File: config.mk
export PLATFORM = sky130hd
export DESIGN_NAME = decode_cycle
export DESIGN_NICKNAME = d
export VERILOG_FILES = /design/src/rtl/decode_cycle.sv
export SDC_FILE = /design/constraint.sdc
export NUM_CORES = 1
export LEC_CHECK = 0
export CAP_MARGIN = 20
export CORE_MARGIN = 2
export CORE_UTILIZATION = 55
export DETAILED_ROUTE_END_ITERATION = 8
export GPL_TIMING_DRIVEN = 0
export PLACE_DENSITY = 0.73
export SETUP_SLACK_MARGIN = 0.4
export SYNTH_ARGS = -nofsm -noshare
export SYNTH_HDL_FRONTEND = slang
export SYNTH_SLANG_ARGS = --single-unit
File: constraint.sdc
create_clock -name clk -period 34.1 [get_ports clk]
set_clock_uncertainty 0.2 [all_clocks]
set_input_delay 3.41 -clock clk [delete_from_list [all_inputs] [get_ports clk]]
set_output_delay 3.41 -clock clk [all_outputs]
set_load 0.01 [all_outputs]
File: src/rtl/decode_cycle.sv
// rtl/decode_cycle.sv - decode stage: register file, control decode, load-use stall, D->E register
// Optional DECODE_PERF_CNT_EN adds non-bubble/bubble slot counters DecCntE/BubCntE.
module decode_cycle #(
    parameter int DATA_W = 32,
    parameter int PC_W   = 9
) (
    input  logic              clk,
    input  logic              rst,
    input  logic [32:0]       InstrD,
    input  logic [PC_W-1:0]   PCD,
    input  logic [PC_W-1:0]   PCPlus4D,
    input  logic              FlushE,
    input  logic              RegWriteW,
    input  logic [3:0]        RdW,
    input  logic [DATA_W-1:0] ResultW,
    output logic              StallFD,
    output logic              RegWriteE,
    output logic              MemWriteE,
    output logic              ResultSrcE,
    output logic              BranchE,
    output logic              JumpE,
    output logic              ALUSrcE,
    output logic [2:0]        ALUControlE,
    output logic [DATA_W-1:0] RD1E,
    output logic [DATA_W-1:0] RD2E,
    output logic [DATA_W-1:0] ImmExtE,
    output logic [3:0]        RdE,
    output logic [3:0]        Rs1E,
    output logic [3:0]        Rs2E,
    output logic [PC_W-1:0]   PCE,
    output logic [PC_W-1:0]   PCPlus4E,
    output logic              IllegalE
`ifdef DECODE_PERF_CNT_EN
    ,
    output logic [31:0]       DecCntE,
    output logic [31:0]       BubCntE
`endif
);

    logic [4:0]        op;
    logic [3:0]        rd;
    logic [3:0]        rs1;
    logic [3:0]        rs2;
    logic [15:0]       imm16;
    logic [DATA_W-1:0] rf [16];
    logic [DATA_W-1:0] rd1;
    logic [DATA_W-1:0] rd2;
    logic [DATA_W-1:0] imm_ext;
    logic              wb_en;
    logic              illegal;
    logic              bubble;
    logic              reg_write;
    logic              mem_write;
    logic              result_src;
    logic              branch;
    logic              jump;
    logic              alu_src;
    logic [2:0]        alu_ctrl;

    assign op      = InstrD[32:28];
    assign rd      = InstrD[27:24];
    assign rs1     = InstrD[23:20];
    assign rs2     = InstrD[19:16];
    assign imm16   = InstrD[15:0];
    assign imm_ext = {{(DATA_W-16){imm16[15]}}, imm16};
    assign wb_en   = RegWriteW && (RdW != 4'd0);

    always_ff @(posedge clk or posedge rst) begin
        if (rst) begin
            for (int i = 0; i < 16; i++) rf[i] <= '0;
        end else if (wb_en) begin
            rf[RdW] <= ResultW;
        end
    end

    // Same-cycle writeback is forwarded so a write and read of one register never conflict.
    always_comb begin
        rd1 = '0;
        rd2 = '0;
        if (rs1 != 4'd0) rd1 = (wb_en && RdW == rs1) ? ResultW : rf[rs1];
        if (rs2 != 4'd0) rd2 = (wb_en && RdW == rs2) ? ResultW : rf[rs2];
    end

    always_comb begin
        reg_write  = 1'b0;
        mem_write  = 1'b0;
        result_src = 1'b0;
        branch     = 1'b0;
        jump       = 1'b0;
        alu_src    = 1'b0;
        alu_ctrl   = 3'b000;
        illegal    = 1'b0;
        case (op)
            5'h00: ;
            5'h01: reg_write = (rd != 4'd0);
            5'h02: begin reg_write = (rd != 4'd0); alu_ctrl = 3'b001; end
            5'h03: begin reg_write = (rd != 4'd0); alu_ctrl = 3'b010; end
            5'h04: begin reg_write = (rd != 4'd0); alu_ctrl = 3'b011; end
            5'h05: begin reg_write = (rd != 4'd0); alu_src = 1'b1; end
            5'h06: begin reg_write = (rd != 4'd0); alu_src = 1'b1; result_src = 1'b1; end
            5'h07: begin mem_write = 1'b1; alu_src = 1'b1; end
            5'h08: begin branch = 1'b1; alu_ctrl = 3'b001; end
            5'h09: jump = 1'b1;
            default: illegal = 1'b1;
        endcase
    end

    // Load in E whose destination feeds the instruction in D: hold D one cycle.
    assign StallFD = ResultSrcE && RegWriteE && (RdE != 4'd0) && ((RdE == rs1) || (RdE == rs2));
    assign bubble  = FlushE || StallFD || illegal;

    always_ff @(posedge clk or posedge rst) begin
        if (rst) begin
            RegWriteE   <= 1'b0;
            MemWriteE   <= 1'b0;
            ResultSrcE  <= 1'b0;
            BranchE     <= 1'b0;
            JumpE       <= 1'b0;
            ALUSrcE     <= 1'b0;
            ALUControlE <= 3'b000;
            RD1E        <= '0;
            RD2E        <= '0;
            ImmExtE     <= '0;
            RdE         <= 4'd0;
            Rs1E        <= 4'd0;
            Rs2E        <= 4'd0;
            PCE         <= '0;
            PCPlus4E    <= '0;
            IllegalE    <= 1'b0;
        end else begin
            PCE      <= PCD;
            PCPlus4E <= PCPlus4D;
            if (bubble) begin
                RegWriteE   <= 1'b0;
                MemWriteE   <= 1'b0;
                ResultSrcE  <= 1'b0;
                BranchE     <= 1'b0;
                JumpE       <= 1'b0;
                ALUSrcE     <= 1'b0;
                ALUControlE <= 3'b000;
                RD1E        <= '0;
                RD2E        <= '0;
                ImmExtE     <= '0;
                RdE         <= 4'd0;
                Rs1E        <= 4'd0;
                Rs2E        <= 4'd0;
                IllegalE    <= illegal && !FlushE && !StallFD;
            end else begin
                RegWriteE   <= reg_write;
                MemWriteE   <= mem_write;
                ResultSrcE  <= result_src;
                BranchE     <= branch;
                JumpE       <= jump;
                ALUSrcE     <= alu_src;
                ALUControlE <= alu_ctrl;
                RD1E        <= rd1;
                RD2E        <= rd2;
                ImmExtE     <= imm_ext;
                RdE         <= rd;
                Rs1E        <= rs1;
                Rs2E        <= rs2;
                IllegalE    <= 1'b0;
            end
        end
    end

`ifdef DECODE_PERF_CNT_EN
    always_ff @(posedge clk or posedge rst) begin
        if (rst) begin
            DecCntE <= 32'd0;
            BubCntE <= 32'd0;
        end else if (bubble) begin
            BubCntE <= BubCntE + 32'd1;
        end else begin
            DecCntE <= DecCntE + 32'd1;
        end
    end
`endif

endmodule

==> reports/metrics.csv <==
metric,value,unit
maxSlewHeadroom,0.1814,
drv_slew,0,
dieWidth,241.6,µm
grt_pass1_vias,21780,
hold_viol_final,0,
ctsResizeCount,0,
grt_use_met3,0.07436,
p_leak,15.07,nW
seq_area_frac_synth,0.5084,
synth_top_cell_by_area,dfrtp_1,
r2r-end,RD1E[16],
drtAntennaViolNets,0,
fin_tns_setup,0,ps
rsz0062_at_grt,false,
pin_count,228,
setup.worst_path.start_class,input port,
dpl_cell_area,34290,µm²
nNetsFinal,2512,
dr.first_iter.drc_count,1837,
postCtsHoldBufs,0,
drc,0,
cts_max_level,3,
placedCellCount,3103,
vias_per_cell,6.418,
n_fill_cell,4053,
drtPass1Iterations,8,
reg2regPathDepth,7,
cts_buffer_depth,3,
antenna_found_initial,1,
mappedNetlistArea,31060,µm²
synth_fp_nets,2220,
utilization,0.6496,
dp_worst_setup_slack,25620,ps
hold_ws,277.6,ps
cts_sinks,631,
rows,87,
gp_congestion,0.8718,
cts_root_buffer,clkbuf_16,
r2r-start,RdE[0],
drive_above_1_share,0.3908,
min-delay-start,rf[504],
yosys-top-cells-area,"dfrtp_1, mux4_2, mux2_2, a22oi_1, nand2_1",
groute.usage.overall,0.3084,
synth-seq-cells,631,
grt_pass1_wl,135.2,mm
reg2reg_slack,31380,ps
crit_arrival,4900,ps
finalSetupViolations,0,
cts_tree,built,
yosysTopAreaCellShare,0.5084,
hold_end,rf[504],
wirelength,88.55,mm
stdcell_count,3224,
wl_per_cell,27.47,µm
dieArea,58390,µm²
grt_overflow,0,
port_buffers,211,
report.power.total,2.125,mW
finalCriticalPeriod,8514,ps
holdPathStages,1,
status,"complete, no violations",
vias,20690,
syn_inst,2129,
core,56060,µm²
place_hpwl,60.33,mm
setup_ws,25590,ps
peakVddDrop,0.00003775,V
final_cell_mix,"dfrtp_1, mux2_2, mux4_2",
endpoint_kind,primary output,
yosysWarnings,0,
yosysUniqueCellTypes,33,
grt_max_degree,132,
clkTransAtPathRegs,60,ps
gr-max-usage-layer,met2,
met2_usage,0.4842,
critPathRequiredTime,30490,ps
design_area,36420,µm²
crit_fanout,6,
postCtsSetupBuffers,0,
fmax,117.5,MHz
fin_crit_sh,0.2497,
max_cap_violations,0,
mostFrequentLayoutCell,dfrtp_1,
hp-class,flop to flop,
die_y,241.6,µm
cts_buffers,68,
clock_latency,610,ps
synthToLayoutAreaGrowth,17.26,%
met1_usage,0.4049,
powerDensity,58.34,nW/µm²
critical_path_class,input port to primary output,
worst_pin_slew,1228,ps
start_util,0.5540,
synth.avg_cell_area,14.59,µm²
[power by group]
part	internal (mW)	leakage, nW	switching (mW)
Clock	0.399	1.02	0.304
Combinational	0.262	6.11	0.171
Sequential	0.889	7.93	0.0985
[cells by family after synthesis]
logic type             count (synthesis)  synth area share
other                                  1         0.0001207
AO/OA/AOI/OAI                        198           0.04971
XOR/XNOR                              17          0.004794
buffers and inverters                259           0.03642
AND/OR/NAND/NOR                      287           0.04089
multiplexers                         736            0.3597
flip-flops                           631            0.5084
[synth_stat cells]
master and count:
mux4_2 256, buf_4 17, nand2_1 198, a21oi_2 61, buf_6 6, mux2_1 9
buf_2 38, clkbuf_2 2, nand3_1 4, nor3b_1 4, buf_1 21, nor4bb_1 1
and2_1 30, clkbuf_1 174, nand3b_1 2, a22oi_1 128, inv_1 1, a21oi_1 5
mux2_2 471, xnor2_1 12, conb_1 1, nor3_1 4, nor2_1 15, xor2_1 5
dfrtp_1 631, nand2b_1 5, nand4_1 2, nor4_1 6, or3_1 5, nor2b_1 6
o41ai_1 1, or4_1 5, o21ai_0 3
[sequential cells by signal, indices dropped and copies added, names as in the netlist]
name	flops
PCPlus4E	9
RD1E	32
Rs1E	4
MemWriteE	1
Rs2E	4
PCE	9
RD2E	32
rf	512
ALUControlE	2
BranchE	1
RdE	4
ALUSrcE	1
JumpE	1
IllegalE	1
ResultSrcE	1
RegWriteE	1
ImmExtE	16
[final cells by class]
type	count	area [µm²]	share of cell area
Antenna cell	1	2.502	0.00006871
Buffer	258	1127	0.03095
Clock inverter	19	128.9	0.003539
Timing Repair Buffer	222	2310	0.06342
Clock buffer	97	1953	0.05363
Tap cell	756	945.9	0.02597
Sequential cell	631	15790	0.4336
Inverter	1	11.26	0.0003092
Multi-Input combinational cell	1239	14150	0.3885
[worst max path at each step]
stage,start,end,slack [ps],cells after the start
4_1_cts,InstrD[16],StallFD,25620,5
6_report,InstrD[16],StallFD,25590,5
3_3_place_gp,rst,PCE[4],6500,2
2_1_floorplan,rst,ALUControlE[0],12820,1
3_5_place_dp,InstrD[22],StallFD,25620,5
5_1_grt,InstrD[16],StallFD,25520,5
[metal layers]
layer  routed length (µm)  vias to the layer above
li1                     -                     8487
met1                34160                    11000
met2                42270                      964
met3                 7647                      246
met4                 4479                        0
met5                    0                        -
[critical path, cell delays in order]
cell and delay (ps):
buf_2 270, xnor2_1 170, nand4_1 120, a21oi_2 310, clkdlybuf4s50_1 610
(Power assumes the default switching activity.)
